### src/rtl/rop3_stream.sv
// rop3_stream -- streaming ROP3 raster engine.
//
// Purpose:
//   Takes Pattern, Source and Destination words one after another on a
//   single bitmap bus with a valid/ready handshake. When the D word arrives,
//   each result bit is looked up in the 8-bit ROP3 mode, using {P,S,D} as
//   the index. The result is pushed into a small FIFO that drains to the
//   write-back stage under downstream backpressure.
//
// Parameters:
//   N      bitmap word / result width
//   DEPTH  result FIFO depth (power of two, >= 2)
//
// Ports:
//   clk, rst         clock (rising edge), asynchronous active-high reset
//   clr              synchronous clear: FSM back to LOAD_P, FIFO emptied
//   in_valid/ready   bitmap beat handshake
//   in_data          bitmap word, P then S then D
//   in_mode          ROP3 mode, sampled on the P beat only
//   out_valid/ready  result handshake (out_valid = FIFO non-empty)
//   out_data         result at the FIFO head
//   level            FIFO occupancy
//   busy             operation in progress or results still queued
//   op_count         (only with ROP3_OPCNT_EN) count of accepted D beats
//
// Optional feature:
//   Define ROP3_OPCNT_EN to add the 16-bit op_count output.

module rop3_stream #(
  parameter int N     = 8,
  parameter int DEPTH = 4
) (
  input  logic                    clk,
  input  logic                    rst,
  input  logic                    clr,
  input  logic                    in_valid,
  output logic                    in_ready,
  input  logic [N-1:0]            in_data,
  input  logic [7:0]              in_mode,
  output logic                    out_valid,
  input  logic                    out_ready,
  output logic [N-1:0]            out_data,
  output logic [$clog2(DEPTH):0]  level,
`ifdef ROP3_OPCNT_EN
  output logic                    busy,
  output logic [15:0]             op_count
`else
  output logic                    busy
`endif
);

  localparam int PW = $clog2(DEPTH);
  localparam int LW = PW + 1;
  localparam logic [LW-1:0] FULL_LEVEL = LW'(DEPTH);

  localparam logic [1:0] LOAD_P = 2'd0;
  localparam logic [1:0] LOAD_S = 2'd1;
  localparam logic [1:0] LOAD_D = 2'd2;

  logic [1:0]    state_q, state_d;
  logic [7:0]    mode_q, mode_d;
  logic [N-1:0]  p_q, p_d;
  logic [N-1:0]  s_q, s_d;
  logic [N-1:0]  mem_q [DEPTH];
  logic [N-1:0]  mem_d [DEPTH];
  logic [PW-1:0] wr_ptr_q, wr_ptr_d;
  logic [PW-1:0] rd_ptr_q, rd_ptr_d;
  logic [LW-1:0] level_q, level_d;
`ifdef ROP3_OPCNT_EN
  logic [15:0]   op_cnt_q, op_cnt_d;
`endif

  logic [N-1:0]  result;
  logic          full;
  logic          accept;
  logic          push;
  logic          pop;

  // Bitwise ROP3: each output bit selects one mode bit, indexed by {P,S,D}.
  always_comb begin
    result = '0;
    for (int i = 0; i < N; i++) begin
      result[i] = mode_q[{p_q[i], s_q[i], in_data[i]}];
    end
  end

  // Full is taken from the registered level, so a pop in the same cycle
  // does not open a slot for the D beat.
  assign full      = (level_q == FULL_LEVEL);
  assign in_ready  = !clr && ((state_q != LOAD_D) || !full);
  assign accept    = in_valid && in_ready;
  assign push      = accept && (state_q == LOAD_D);
  assign pop       = (level_q != '0) && out_ready && !clr;

  assign out_valid = (level_q != '0);
  assign out_data  = mem_q[rd_ptr_q];
  assign level     = level_q;
  assign busy      = (state_q != LOAD_P) || (level_q != '0);
`ifdef ROP3_OPCNT_EN
  assign op_count  = op_cnt_q;
`endif

  // Next-state logic. clr wins over everything. The mode, P and S registers
  // keep their contents on clr; only sequencing and the queue restart.
  always_comb begin
    state_d  = state_q;
    mode_d   = mode_q;
    p_d      = p_q;
    s_d      = s_q;
    mem_d    = mem_q;
    wr_ptr_d = wr_ptr_q;
    rd_ptr_d = rd_ptr_q;
    level_d  = level_q;
`ifdef ROP3_OPCNT_EN
    op_cnt_d = op_cnt_q;
`endif
    if (clr) begin
      state_d  = LOAD_P;
      wr_ptr_d = '0;
      rd_ptr_d = '0;
      level_d  = '0;
`ifdef ROP3_OPCNT_EN
      op_cnt_d = '0;
`endif
    end else begin
      if (accept) begin
        case (state_q)
          LOAD_P: begin
            p_d     = in_data;
            mode_d  = in_mode;
            state_d = LOAD_S;
          end
          LOAD_S: begin
            s_d     = in_data;
            state_d = LOAD_D;
          end
          default: state_d = LOAD_P;
        endcase
      end
      if (push) begin
        mem_d[wr_ptr_q] = result;
        wr_ptr_d        = wr_ptr_q + PW'(1);
`ifdef ROP3_OPCNT_EN
        op_cnt_d        = op_cnt_q + 16'd1;
`endif
      end
      if (pop) begin
        rd_ptr_d = rd_ptr_q + PW'(1);
      end
      case ({push, pop})
        2'b10:   level_d = level_q + LW'(1);
        2'b01:   level_d = level_q - LW'(1);
        default: level_d = level_q;
      endcase
    end
  end

  // State registers; the FIFO storage is reset too so out_data reads 0.
  always_ff @(posedge clk or posedge rst) begin
    if (rst) begin
      state_q  <= LOAD_P;
      mode_q   <= '0;
      p_q      <= '0;
      s_q      <= '0;
      wr_ptr_q <= '0;
      rd_ptr_q <= '0;
      level_q  <= '0;
      for (int j = 0; j < DEPTH; j++) begin
        mem_q[j] <= '0;
      end
`ifdef ROP3_OPCNT_EN
      op_cnt_q <= '0;
`endif
    end else begin
      state_q  <= state_d;
      mode_q   <= mode_d;
      p_q      <= p_d;
      s_q      <= s_d;
      wr_ptr_q <= wr_ptr_d;
      rd_ptr_q <= rd_ptr_d;
      level_q  <= level_d;
      for (int j = 0; j < DEPTH; j++) begin
        mem_q[j] <= mem_d[j];
      end
`ifdef ROP3_OPCNT_EN
      op_cnt_q <= op_cnt_d;
`endif
    end
  end

endmodule

### config.mk
export PLATFORM = sky130hd
export DESIGN_NAME = rop3_stream
export DESIGN_NICKNAME = d
export VERILOG_FILES = /design/src/rtl/rop3_stream.sv
export SDC_FILE = /design/constraint.sdc
export NUM_CORES = 1
export LEC_CHECK = 0
export BUFFER_PORTS_ARGS = -buffer_cell sky130_fd_sc_hd__clkbuf_2
export CAP_MARGIN = 20
export CELL_PAD_IN_SITES_DETAIL_PLACEMENT = 0
export CELL_PAD_IN_SITES_GLOBAL_PLACEMENT = 2
export CORE_UTILIZATION = 42
export DETAILED_ROUTE_END_ITERATION = 10
export HOLD_SLACK_MARGIN = 0.02
export PLACE_DENSITY = 0.86
export RECOVER_POWER = 25
export SETUP_SLACK_MARGIN = 0.5
export SYNTH_ARGS = -nofsm -noshare
export SYNTH_HDL_FRONTEND = slang
export SYNTH_SLANG_ARGS = --single-unit
### constraint.sdc
create_clock -name clk -period 2.6 [get_ports clk]
set_input_delay 0 -clock clk [delete_from_list [all_inputs] [get_ports clk]]
set_output_delay 0 -clock clk [all_outputs]
set_load 0.05 [all_outputs]
Word-level counts from Yosys, hierarchy flattened --
Index checks and enable logic that the tools add are counted. W data, S select, Z words.
Storage, ports and cells: register bits after elaboration 65, latch bits 0, bits in writable memories 0, ROM bits 0, input bits 21, output and inout bits 14, word-level logic and storage cells 86, memories 0
Operators by class: $add $sub $neg 4, multipliers 0, divide/modulo/power cells 0, order comparisons 11, equality and inequality tests 6, shift-type cells 0, multiplexer cells 31, bitwise logic cells 3, reduce and logical (&&, ||, !) cells 20
Operators with widths (number):
- $bwmux W32 | 1
- $lt A3 B4 Y1 const B | 8
- $bmux W1 S3 | 8
- $mux W8 | 3
- $bmux W8 S2 | 1
- $demux W8 S2 | 1
- $mux W2 | 6
- $mux W1 | 8
- $reduce_bool A2 Y1 | 4
- $ge A3 B3 Y1 const B | 2
- $logic_and A1 B1 Y1 | 6
- $not A2 Y3 | 2
- $pmux W3 S2 | 1
- $reduce_and A3 Y1 | 2
- $reduce_bool A3 Y1 | 2
- $add A2 B1 Y2 const B | 2
- $eq A2 B1 Y1 const B | 2
- $eq A2 B2 Y1 const B | 2
- $pmux W2 S2 | 1
- $add A3 B1 Y3 const B | 1
- $eq A3 B3 Y1 const B | 1
- $lt A3 B1 Y1 const B | 1
- $mux W3 | 1
- $sub A3 B1 Y3 const B | 1
- 6 further kinds | 8

Depth between registers and ports, before layout --
depth after elaboration 9, mapped depth 8, gate-level depth less buffers 7

Worst setup path after synthesis --
Ideal clock, no wire load.
path kind register -> register, start point register level_q[2] (netlist: level[2]), end point register level_q[2] (netlist: level[2]), setup time 0.082 ns, data arrival time 2.547 ns, required time 2.518 ns, setup slack -0.029 ns, stages on the path, launching flop included 9, path buffers 1, clock period less this slack 2.629 ns, cells stage by stage dfrtp_1 -> clkbuf_1 -> or3_1 -> nand2_1 -> a211oi_1 -> fa_1 -> nor3_1 -> nand3_1 -> a31oi_1
Between the ends: elaborated cells between the ends (all ways) 16, those cells by class add/sub (2); eq/ne (3); mux (2); reduce/logical (9)
RTL lines:
- start, declared | RTL line 68 | logic [LW-1:0] level_q, level_d;
- start signal, assigned | RTL line 181 | level_q <= level_d;
- $reduce_bool A3 Y1 *
- named net out_valid | RTL line 40 | output logic out_valid,
- $logic_and A1 B1 Y1 * (2 in series) | RTL line 93 | assign pop = (level_q != '0) && out_ready && !clr;
- $eq A2 B1 Y1 or $eq A2 B2 Y1 (tied branches) | RTL line 150 | case ({push, pop})
- $pmux W3 S2 | RTL line 150
- $mux W3 | RTL line 117 | if (clr) begin
Mark *: on every way through the listed nets, which the timed path passes. The rest lies on a longest branch. A chain may end at the register's enable or synchronous reset.

Worst setup path after layout --
start point register state_q[1], end point register level_q[2] (netlist: level[2])
Between the ends: cells in the longest elaborated chain, start to end 8, elaborated cells between the ends (all ways) 11, those cells by class eq/ne (4); mux (2); reduce/logical (5)
RTL lines:
- start, declared | RTL line 60 | logic [1:0] state_q, state_d;
- start signal, assigned | RTL line 175 | state_q <= state_d;
- $ne A2 B2 Y1 | RTL line 90 | assign in_ready = !clr && ((state_q != LOAD_D) || !full);
- $logic_or A1 B1 Y1 | RTL line 90
- $logic_and A1 B1 Y1 | RTL line 90
- $logic_and A1 B1 Y1 | RTL line 91 | assign accept = in_valid && in_ready;
- $logic_and A1 B1 Y1 * | RTL line 92 | assign push = accept && (state_q == LOAD_D);
- $eq A2 B1 Y1 or $eq A2 B2 Y1 (tied branches) | RTL line 150
- $pmux W3 S2 | RTL line 150
- $mux W3 | RTL line 117
Mark *: on every way between the ends. The rest lies on a longest branch, timed or not.

==> flow_summary.json <==
{
  "run_status": "complete, no violations",
  "ys_types": 36,
  "drv_slew": 0,
  "clock-sinks": 65,
  "grt_pass1_vias": 2147,
  "vias": 2130,
  "routed_wl_um": 6610,
  "synth_fp_nets": 252,
  "drc": 0,
  "leakage_nw": 1.84,
  "tns_ns": 0,
  "hpwl_um": 4380,
  "grt_overflow_total": 0,
  "hold_viol": 0,
  "cts_setup_buffers": 0,
  "globalplace.congestion": 0.709,
  "syn2layout_area_growth_pct": 19.4,
  "yosysWarnings": 0,
  "vdd_drop_max_uv": 552,
  "insertion_delay_ns": 0.34,
  "drt_first_iter_violations": 91,
  "crit_type": "reg2reg",
  "finalNetCount": 309,
  "ys_seq_elements": 65,
  "cp.required_ns": 2.85,
  "ios": 35,
  "worst-path-buf-inv": 0,
  "grt_max_degree": 43,
  "ff2ff_path_depth": 6,
  "rrSetupSlack_ns": 0.60,
  "crit_fanout": 9,
  "drive_gt1_share_pct": 50.7,
  "syn-mean-instance-area_um2": 15.2,
  "layout_common_cells": "dfrtp_1, mux2_2, clkbuf_2, mux4_2, dlygate4sd3_1",
  "cpMaxStageDelayCell": "dfrtp_1",
  "period_needed_ns": 2.00,
  "dieArea_mm2": 0.00852,
  "io_buffers": 34,
  "cts_max_level": 3,
  "clock-skew-final_ns": 0.00850,
  "crit_chain": "and4bb_2, a211oi_2, fa_2, nor3_2, nand3_1, a31oi_1",
  "final_common_cell": "dfrtp_1",
  "cts-root-buf": "clkbuf_8",
  "drv_cap": 0,
  "avgViaCountPerCell": 5.46,
  "cts.clk_slew.worst_paths_ns": 0.07,
  "rows": 32,
  "worstReg2RegEnd": "level[2]",
  "core_mm2": 0.00781,
  "setup_violations": 0,
  "fill_cells": 659,
  "diodes": 0,
  "chipWidth_um": 92.3,
  "p_per_area_mw_per_mm2": 728,
  "ant_nets": 0,
  "cts_tree": "yes",
  "worstPathArrival_ns": 2.25,
  "cpPeakStageDelay_ns": 0.58,
  "fmax_mhz": 501,
  "syn-instance-count": 226,
  "yosysSeqAreaShare_pct": 47.5,
  "drt_first_pass_iters": 4,
  "grt_pass1_wl_um": 11000,
  "min_path_cells": 3,
  "die_h_um": 92.3,
  "clockBufferDepth": 2,
  "fin_crit_sh_pct": 76.8,
  "initial_utilization_pct": 43.9,
  "wire_per_inst_um": 17.0,
  "min_from": "out_ready",
  "setup.worst_path.start_class": "flop",
  "antenna_found_initial": 0,
  "relSlewSlack_pct": 16.0,
  "critPathTopFamily": "simple AND/OR/NAND/NOR gates",
  "numCtsBuffers": 9,
  "grt_usage_pct": 17.1,
  "hold_ws_ns": 0.0648,
  "endpoint_kind": "flop",
  "synth_area_mm2": 0.00343,
  "hold_path_end": "level[2]",
  "rr_startpoint": "state_q[1]",
  "timing.hold.worst.class": "in2reg",
  "tightestPinTransition_ns": 1.26,
  "rsz0062_at_grt": "false"
}
==> worst min-delay path, stage by stage <==
cell and delay, ns:
clkbuf_2 0.18, nand3_1 0.10, a31oi_1 0.07
==> how the worst max path moves through the flow <==
stage / cells after the start / to / startpoint
global route: 6 / level[2] / state_q[1]
finish: 6 / level[2] / state_q[1]
CTS: 6 / level[2] / state_q[1]
floorplan: 8 / level[2] / level[2]
global placement: 6 / level[2] / state_q[1]
detailed placement: 6 / level[2] / state_q[1]
==> cells by family (layout without fill, tap and decap cells) <==
| group | count (synthesis) | in the layout | share of synthesized area [%] |
|---|---|---|---|
| compound gates | 16 | 16 | 2.99 |
| xor+xnor | 4 | 4 | 1.02 |
| fa+ha+maj | 5 | 5 | 2.05 |
| buf+inv | 13 | 75 | 1.86 |
| flops | 65 | 65 | 47.5 |
| mux | 88 | 88 | 36.8 |
| simple gates | 35 | 35 | 7.78 |
==> cell type report <==
type | instances | area [µm²] | area share (%)
multi-input combinational | 148 | 1760 | 42.9
tap | 102 | 128 | 3.12
inverter | 4 | 15.0 | 0.367
sequential | 65 | 1630 | 39.9
clock inverter | 6 | 67.6 | 1.65
clock buffer | 10 | 128 | 3.12
timing repair buffer | 55 | 367 | 8.96
==> per-stage QoR <==
| step | utilization [%] | instances | instance area [µm²] | power (mW) | setup WS, ns |
|---|---|---|---|---|---|
| floorplan | - | 226 | 3460 | 1.92 | 0.478 |
| global placement | 47.7 | 356 | 3720 | 2.11 | 0.619 |
| detailed placement | 47.7 | 356 | 3720 | 2.13 | 0.557 |
| CTS | 52.5 | 390 | 4100 | 3.01 | 0.535 |
| global route | 52.4 | 390 | 4090 | 3.13 | 0.503 |
| finish | 52.4 | 390 | 4090 | 2.98 | 0.604 |
==> registers in the layout, indices dropped and copies added, names as in the netlist <==
signal	flops
level	3
mem_q	32
mode_q	8
p_q	8
rd_ptr_q	2
s_q	8
state_q	2
wr_ptr_q	2
==> cell usage after synthesis, drive strengths merged <==
library cell	n	area (µm²)
or2	1	6.26
fa	1	20.0
nor4b	1	23.8
and3	1	6.26
ha	4	50.1
nand3b	3	22.5
xor2	2	17.5
nor3	2	10.0
nor4	1	21.3
mux4	24	541
nand3	3	15.0
a21oi	8	51.3
dfrtp	65	1630
and4bb	1	12.5
xnor2	2	17.5
nor2	9	33.8
buf	6	37.5
o21ai	3	15.0
nand4bb	1	27.5
or3b	1	8.76
o21bai	1	7.51
or3	3	18.8
o211ai	2	15.0
inv	4	15.0
clkbuf	3	11.3
mux2	64	721
a211oi	1	7.51
nand2	8	60.1
a31oi	1	6.26
==> routing by layer <==
metal	vias up	GRT usage, %	part of all wire (%)
met1	1112	23.1	48
li1	976	-	-
met5	-	0	0
met2	32	27.2	48
met4	0	7.55	1.8
met3	10	2.96	2.3
==> timing repair <==
| action | 4_1_cts | 5_1_grt |
|---|---|---|
| setup endpoints to repair | 0 | 2 |
| endpoints found under the hold margin | 90 | 0 |
| resized for setup | 0 | 1 |
| hold buffers | 18 | 0 |
==> where the power goes <==
group          leakage [nW]  total [mW]  switching (mW)  internal [mW]
clock                0.0929       0.852           0.405          0.446
sequential            0.844        1.30           0.150           1.15
combinational         0.904       0.823           0.412          0.411
total                  1.84        2.98           0.967           2.01
(Power assumes the default switching activity.)
